### src/rtl/hazard_sequencer_pkg.sv
// Shared definitions for the hazard sequencer and its hazard detector:
// FSM state type and encodings, register-address width and default timeout.
package hazard_sequencer_pkg;

  localparam int REG_ADDR_W      = 4;
  localparam int DEF_MEM_TIMEOUT = 15;
  localparam int DEF_WAIT_W      = 4;

  typedef logic [1:0] state_t;

  localparam state_t ST_RUN      = 2'd0;
  localparam state_t ST_MEM_WAIT = 2'd1;
  localparam state_t ST_ERR      = 2'd2;
  // 2'd3 is illegal and recovers to ST_RUN

endpackage

### src/rtl/hazard_sequencer_hazard_detect.sv
// hazard_detect: combinational data-hazard term for the ID-stage instruction.
// Ports:
//   fwdEnIn                  forwarding enabled (only load-use stalls)
//   idUseSrc1In/idUseSrc2In  ID reads src1 / src2
//   idSrc1In/idSrc2In        ID source register numbers
//   exWbEnIn/exMemREnIn      EX writes back / EX is a load
//   exDestIn                 EX destination
//   memWbEnIn/memDestIn      MEM writes back / MEM destination
//   hazardOut                ID must stall
module hazard_detect
  import hazard_sequencer_pkg::*;
(
  input  logic                  fwdEnIn,
  input  logic                  idUseSrc1In,
  input  logic                  idUseSrc2In,
  input  logic [REG_ADDR_W-1:0] idSrc1In,
  input  logic [REG_ADDR_W-1:0] idSrc2In,
  input  logic                  exWbEnIn,
  input  logic                  exMemREnIn,
  input  logic [REG_ADDR_W-1:0] exDestIn,
  input  logic                  memWbEnIn,
  input  logic [REG_ADDR_W-1:0] memDestIn,
  output logic                  hazardOut
);

  logic w_m1ex, w_m2ex, w_m1mem, w_m2mem;

  // r15 is compared like any other register number
  assign w_m1ex  = idUseSrc1In & exWbEnIn  & (exDestIn  == idSrc1In);
  assign w_m2ex  = idUseSrc2In & exWbEnIn  & (exDestIn  == idSrc2In);
  assign w_m1mem = idUseSrc1In & memWbEnIn & (memDestIn == idSrc1In);
  assign w_m2mem = idUseSrc2In & memWbEnIn & (memDestIn == idSrc2In);

  // With forwarding only a load in EX cannot be bypassed in time
  assign hazardOut = fwdEnIn ? (exMemREnIn & (w_m1ex | w_m2ex))
                             : (w_m1ex | w_m2ex | w_m1mem | w_m2mem);

endmodule

### src/rtl/hazard_sequencer.sv
// hazard_sequencer: per-cycle run / bubble / flush / freeze control for the
// 5-stage core, registered forwarding enable and memory-timeout flag.
// Ports:
//   clk, rstN                       clock, async active-low reset
//   fwdModeIn                       requested forwarding mode
//   id*/ex*/mem* hazard inputs      see hazard_detect
//   memReqIn, memReadyIn            MEM access pending / complete
//   branchTakenIn                   EX resolved a taken branch
//   clearErrIn                      leave ERR
//   forwardEnOut                    registered forwarding enable
//   holdFrontOut, bubbleOut         load-use stall controls
//   freezeAllOut, flushOut          global freeze / branch flush
//   errOut, stateOut                timeout flag, FSM state
// Optional (macro HAZARD_SEQ_PERF_EN): bubbleCntOut, freezeCntOut saturating
// cycle counters.
module hazard_sequencer
  import hazard_sequencer_pkg::*;
#(
  parameter int MEM_TIMEOUT = DEF_MEM_TIMEOUT,
  parameter int WAIT_W      = DEF_WAIT_W
) (
  input  logic                  clk,
  input  logic                  rstN,
  input  logic                  fwdModeIn,
  input  logic                  idUseSrc1In,
  input  logic                  idUseSrc2In,
  input  logic [REG_ADDR_W-1:0] idSrc1In,
  input  logic [REG_ADDR_W-1:0] idSrc2In,
  input  logic                  exWbEnIn,
  input  logic                  exMemREnIn,
  input  logic [REG_ADDR_W-1:0] exDestIn,
  input  logic                  memWbEnIn,
  input  logic [REG_ADDR_W-1:0] memDestIn,
  input  logic                  memReqIn,
  input  logic                  memReadyIn,
  input  logic                  branchTakenIn,
  input  logic                  clearErrIn,
  output logic                  forwardEnOut,
  output logic                  holdFrontOut,
  output logic                  bubbleOut,
  output logic                  freezeAllOut,
  output logic                  flushOut,
  output logic                  errOut,
  output logic [1:0]            stateOut
`ifdef HAZARD_SEQ_PERF_EN
  ,
  output logic [15:0]           bubbleCntOut,
  output logic [15:0]           freezeCntOut
`endif
);

  state_t              r_state, w_stateNxt;
  logic [WAIT_W-1:0]   r_waitCnt, w_waitCntNxt;
  logic                r_fwdEn, r_err, w_errNxt;
  logic                w_hazard, w_memStall;
  logic                w_hold, w_bubble, w_freeze, w_flush;

  hazard_detect u_hazard_detect (
    .fwdEnIn     (r_fwdEn),
    .idUseSrc1In (idUseSrc1In),
    .idUseSrc2In (idUseSrc2In),
    .idSrc1In    (idSrc1In),
    .idSrc2In    (idSrc2In),
    .exWbEnIn    (exWbEnIn),
    .exMemREnIn  (exMemREnIn),
    .exDestIn    (exDestIn),
    .memWbEnIn   (memWbEnIn),
    .memDestIn   (memDestIn),
    .hazardOut   (w_hazard)
  );

  assign w_memStall = memReqIn & ~memReadyIn;

  always_comb begin
    w_hold       = 1'b0;
    w_bubble     = 1'b0;
    w_freeze     = 1'b0;
    w_flush      = 1'b0;
    w_stateNxt   = r_state;
    w_waitCntNxt = r_waitCnt;
    w_errNxt     = r_err;
    case (r_state)
      ST_RUN: begin
        if (w_memStall) begin
          w_freeze     = 1'b1;
          w_stateNxt   = ST_MEM_WAIT;
          w_waitCntNxt = WAIT_W'(1);
        end else if (branchTakenIn) begin
          w_flush = 1'b1;          // flush clears ID/EX, so no bubble
        end else if (w_hazard) begin
          w_hold   = 1'b1;
          w_bubble = 1'b1;
        end
      end
      ST_MEM_WAIT: begin
        if (!memReadyIn) begin
          // frozen stages re-present branch/hazard later, so ignore them now
          w_freeze = 1'b1;
          if (r_waitCnt == WAIT_W'(MEM_TIMEOUT)) begin
            w_stateNxt = ST_ERR;
            w_errNxt   = 1'b1;
          end else begin
            w_waitCntNxt = r_waitCnt + 1'b1;
          end
        end else begin
          w_stateNxt   = ST_RUN;
          w_waitCntNxt = '0;
          if (branchTakenIn) begin
            w_flush = 1'b1;
          end else if (w_hazard) begin
            w_hold   = 1'b1;
            w_bubble = 1'b1;
          end
        end
      end
      ST_ERR: begin
        w_freeze = 1'b1;
        if (clearErrIn) begin
          w_stateNxt   = ST_RUN;
          w_errNxt     = 1'b0;
          w_waitCntNxt = '0;
        end
      end
      default: begin
        w_stateNxt   = ST_RUN;
        w_waitCntNxt = '0;
        w_errNxt     = 1'b0;
      end
    endcase
    // Outputs read as idle RUN while reset is held, even between edges
    if (!rstN) begin
      w_hold   = 1'b0;
      w_bubble = 1'b0;
      w_freeze = 1'b0;
      w_flush  = 1'b0;
    end
  end

  always_ff @(posedge clk or negedge rstN) begin
    if (!rstN) begin
      r_state   <= ST_RUN;
      r_waitCnt <= '0;
      r_err     <= 1'b0;
      r_fwdEn   <= 1'b0;
    end else begin
      r_state   <= w_stateNxt;
      r_waitCnt <= w_waitCntNxt;
      r_err     <= w_errNxt;
      // Mode only switches on a clean RUN cycle so a live stall keeps its rule
      if (r_state == ST_RUN && !w_hold && !w_freeze)
        r_fwdEn <= fwdModeIn;
    end
  end

`ifdef HAZARD_SEQ_PERF_EN
  logic [15:0] r_bubbleCnt, r_freezeCnt;

  always_ff @(posedge clk or negedge rstN) begin
    if (!rstN) begin
      r_bubbleCnt <= '0;
      r_freezeCnt <= '0;
    end else begin
      if (w_bubble && r_bubbleCnt != 16'hFFFF) r_bubbleCnt <= r_bubbleCnt + 16'd1;
      if (w_freeze && r_freezeCnt != 16'hFFFF) r_freezeCnt <= r_freezeCnt + 16'd1;
    end
  end

  assign bubbleCntOut = r_bubbleCnt;
  assign freezeCntOut = r_freezeCnt;
`else
  // no performance counters in this build
`endif

  assign forwardEnOut = r_fwdEn;
  assign holdFrontOut = w_hold;
  assign bubbleOut    = w_bubble;
  assign freezeAllOut = w_freeze;
  assign flushOut     = w_flush;
  assign errOut       = r_err;
  assign stateOut     = r_state;

endmodule

### config.mk
export PLATFORM = sky130hd
export DESIGN_NAME = hazard_sequencer
export DESIGN_NICKNAME = d
export VERILOG_FILES = /design/src/rtl/hazard_sequencer_pkg.sv /design/src/rtl/hazard_sequencer_hazard_detect.sv /design/src/rtl/hazard_sequencer.sv
export SDC_FILE = /design/constraint.sdc
export NUM_CORES = 1
export LEC_CHECK = 0
export ABC_AREA = 1
export CAP_MARGIN = 20
export CORE_MARGIN = 4
export CORE_UTILIZATION = 40
export DETAILED_ROUTE_END_ITERATION = 6
export DONT_BUFFER_PORTS = 1
export PLACE_DENSITY = 0.62
export SLEW_MARGIN = 20
export SYNTH_ARGS = -nofsm -noshare
export SYNTH_HDL_FRONTEND = slang
export SYNTH_SLANG_ARGS = --single-unit
### constraint.sdc
create_clock -name clk -period 1.9 [get_ports clk]
set_clock_uncertainty 0.2 [all_clocks]
set_input_delay 0.38 -clock clk [delete_from_list [all_inputs] [get_ports clk]]
set_output_delay 0.38 -clock clk [all_outputs]
set_load 0.02 [all_outputs]
---- Word-level counts from Yosys, hierarchy flattened ----
Cells that the tools add are included.
W data, S select, Z words.
storage, ports and cells
  flip-flop bits (word level) ............. 8
  logic and storage cells ................. 71
cells by class
  $add $sub $neg .......................... 1
  eq/ne operators ......................... 13
  muxes and demuxes ....................... 30
  bitwise operators ....................... 15
  reductions and logical operators ........ 8
operators with widths
  kind                   number
  $eq A4 B4 Y1           4
  $mux W1                16
  $mux W4                4
  $pmux W4 S3            1
  $and A1 B1 Y1          10
  $mux W2                4
  $ne A2 B2 Y1 const B   4
  $ne A3 B3 Y1 const B   2
  $pmux W1 S3            2
  $pmux W2 S3            1
  $reduce_and A3 Y1      2
  $add A4 B1 Y4 const B  1
  $eq A4 B4 Y1 const B   1
  $pmux W1 S2            2
  $reduce_and A4 Y1      1
  $or A1 B1 Y1           3
  $eq A2 B1 Y1 const B   1
  $eq A2 B2 Y1 const B   1
  $logic_and A1 B1 Y1    2
  $logic_not A1 Y1       2
  $logic_not A2 Y1       1
  $not A1 Y1             2

---- Longest topological paths before layout ----
  depth in word-level cells ............... 14
  mapped depth ............................ 12
  depth with buffers taken out ............ 12

---- Hierarchy ----
From an unflattened synthesis, not the netlist that was laid out.
second synthesis, totals
  cells, all modules ...................... 154
  area, all modules ....................... 850.8 µm²
modules (own cells, without submodules)
  module            instances  cells each  area an instance (µm²)  sequential area each (µm²)
  hazard_sequencer  1          72          526.8                   200.2
  hazard_detect     1          82          324.1                   0.0

---- Worst setup path before layout ----
No wires, ideal clock.
  path type ............................... register to output
  start point ............................. register r_state[1] (netlist: stateOut[1])
  end point ............................... output flushOut
  data arrival time ....................... 1.509 ns
  data required time ...................... 1.320 ns
  setup slack ............................. -0.189 ns
  stages on the path, launching flop included .. 6
  path buffers ............................ 0
  path through ............................ dfrtp_1 > inv_2 > nand2_4 > nor2_4 > a21oi_1 > nor4_1
between the ends
  cells in the longest elaborated chain, start to end .. 3
  elaborated cells between the ends (all ways) .. 4
  classes of those cells .................. 1 x eq/ne; 2 x mux; 1 x reduce/logical
RTL lines
  element                                           line                     source
  start, declared                                   hazard_sequencer.sv:52   state_t r_state, w_stateNxt;
  start signal, assigned                            hazard_sequencer.sv:146  r_state <= w_stateNxt;
  $eq A2 B1 Y1 or $logic_not A2 Y1 (tied branches)  hazard_sequencer.sv:82   case (r_state)
  $pmux W1 S2 (*)                                   hazard_sequencer.sv:82
  $mux W1 (*)                                       hazard_sequencer.sv:131  if (!rstN) begin
  end, declared                                     hazard_sequencer.sv:42   output logic flushOut,
Mark *: on every way between the ends. The rest lies on a longest branch, timed or not.

---- Worst setup path in the final report ----
Same ends and word-level chain as after synthesis.

==> results_dict.tcl <==
set metrics [dict create \
    status "finished, violations left" \
    ys_warn_count 0 \
    placement.io_buffers 0 \
    drt_iter0_markers 32 \
    yosys.area.top_type_share_pct 24.82 \
    dieHeight_um 54.02 \
    overflow 0 \
    crit_type "reg2out" \
    finalSetupViolations 2 \
    avgSynthCellArea_um2 5.647 \
    clockBufferDepth 2 \
    dp_cells 181 \
    arrival_ns 1.41 \
    grt_max_degree 9 \
    nets 195 \
    drt-pass1-iter-count 4 \
    rsz0062_at_grt "true" \
    io_pins 36 \
    core_area_mm2 0.001982 \
    netlist_top_cells_count "nand2_1 (56), inv_1 (24), nor2_1 (19), dfrtp_1 (8), nand3_1 (8)" \
    path_clk_slew_ns 0.07 \
    synth_area_um2 847.1 \
    synth_edf_count 0 \
    chipWidth_um 54.02 \
    clk_latency_ns 0.27 \
    final_layout_size_suffix_gt1_share_pct 22.42 \
    start_kind "flip-flop" \
    cp_data_required_time_ns 1.32 \
    yosysMostFrequentCell "nand2_1" \
    fin_crit_ns 1.994 \
    viasPerCell 4.807 \
    antennaDiodeCount 0 \
    p_clk_share_pct 27.6 \
    place_congestion 0.8742 \
    worstPathMaxFanout 5 \
    slew_violations 0 \
    hpwl_um 1710 \
    violations "negative setup slack" \
    sequentialPowerShare_pct 36.8 \
    synth_seq_cells 8 \
    worst_slack_ns -0.09444 \
    dieArea_mm2 0.002918 \
    worst_pin_slew_ns 0.4025 \
    instances_no_fill 192 \
    max_freq_mhz 501.4 \
    power_uw 541.2 \
    drc 0 \
    power.density_mw_per_mm2 517.4 \
    drt.antenna.violating_nets 0 \
    cap_viol_max_count 0 \
    h-tree-depth 1 \
    cp-end-kind "output port" \
    areaGrowthSynthToFinish_pct 23.49 \
    synthesis.nets 179 \
    routed_wl_um 2411 \
    whs_ns 0.01329 \
    utilization_pct 52.78 \
    ir_drop_uv 424.2 \
    power.switching_uw 196.7 \
    root_buffer "clkbuf_4" \
    final.period_utilization_pct 105.0 \
    first_global_vias 879 \
    grt_usage_pct 17.82 \
    p_int_uw 344.5 \
    swShare_pct 36.35 \
    synth_area_leaders "nand2_1 (25%), dfrtp_1 (24%), inv_1 (11%)" \
    async_flop_share_pct 100.0 \
    final-hold-violation-count 0 \
    cts-buffers-inserted 3 \
    syn_inst 150 \
    pre_cts_ws_ns 0.1531 \
    grt_pass1_wl_um 3767 \
    comb_power_share_pct 35.6 \
    vias 923 \
    cts.sinks 8 \
    hp-class "in2reg" \
    rows 16 \
    avgRoutedWirePerCell_um 12.56 \
    synth_cell_type_count 24 \
    yosys.area.top_type "nand2_1" \
    slew_headroom_pct 73.08 \
    synth_seq_area_share_pct 23.63 \
    start_util_pct 42.74 \
    cts_tree "yes" \
    antenna_found_initial 0 \
    ys.flop_type "dfrtp_1" \
    p_leak_uw 0.0006119 \
]
per-stage QoR:
| stage | area, µm² | setup TNS [ns] |
|---|---|---|
| after floorplan | 854.6 | 0 |
| after global placement | 918.4 | 0 |
| after detailed placement | 918.4 | 0 |
| after CTS | 1005 | -0.1011 |
| after global routing | 1046 | -0.3632 |
| final | 1046 | -0.1743 |
critical path, cell delays in order, from the launching register on:
cell     delay, ns
dfrtp_2       0.43
inv_4         0.09
nand2_4       0.06
nor2_4        0.12
a21oi_4       0.05
nor4_2        0.19
buf_4         0.20
worst paths after layout:
path	cells after the start	slack, ns	endpoint	startpoint
max	6	-0.09	flushOut	stateOut[1]
min	1	0.01	stateOut[0]	memReadyIn
max reg2reg	9	0.21	r_waitCnt[2]	r_waitCnt[0]
min reg2reg	2	0.33	r_waitCnt[1]	r_waitCnt[1]
max in group asynchronous	1	0.92	stateOut[1]	rstN
min in group asynchronous	1	0.27	r_waitCnt[2]	rstN
layer usage:
metal / part of all wire (%) / GRT usage [%]
met1: 40 / 23.71
met2: 49 / 26.61
met3: 9.3 / 5.540
met4: 1.4 / 7.054
met5: 0 / 0
power by group through the flow:
stage	combinational, µW	sequential [µW]	clock (µW)
floorplan	119	210	0
global placement	163	201	0
detailed placement	164	201	0
CTS	179	198	158
global route	218	199	168
finish	193	199	149
final cells by class:
cell class / count / area [µm²]
Sequential cell: 8 / 201.4
Inverter: 29 / 116.4
Fill cell: 186 / 935.9
Tap cell: 27 / 33.78
Multi-Input combinational cell: 112 / 568.0
Clock buffer: 4 / 26.28
Timing Repair Buffer: 12 / 100.1
cells by family (layout without fill, tap and decap cells):
group                    after synthesis  count (layout)  synth area share (%)
AND/OR/NAND/NOR                       96              96                 50.67
buffers and inverters                 30              45                 13.74
AO/OA/AOI/OAI                         14              14                 9.453
flip-flops                             8               8                 23.63
adder cells (fa/ha/maj)                1               1                 1.477
XOR/XNOR                               1               1                 1.034
what timing repair did:
item                                   CTS  global route
setup endpoints to repair                4             4
hold buffers                             1             0
resized for setup                        4             9
buffers inserted                         5             1
endpoints found under the hold margin    8             0
pin swaps                                4             3
placed cells by master, fill, tap and decap left out, types with 2 or more instances in the layout:
cell | synthesis | layout
dfrtp_1 | 8 | 7
nand3_1 | 8 | 8
nor2_1 | 19 | 17
clkbuf_4 | 0 | 3
inv_1 | 24 | 22
a21oi_1 | 7 | 6
inv_2 | 5 | 5
o21ai_0 | 4 | 4
nand2_1 | 56 | 55
nor2_2 | 2 | 3
buf_6 | 0 | 2
buf_4 | 1 | 9
nand2_2 | 2 | 3
nand2_4 | 2 | 2
nor2_4 | 1 | 2
flip-flops by register name, indices dropped and copies added (netlist names):
| register | flops |
|---|---|
| r_waitCnt | 4 |
| stateOut | 2 |
| errOut | 1 |
| forwardEnOut | 1 |
(Power assumes the default switching activity.)
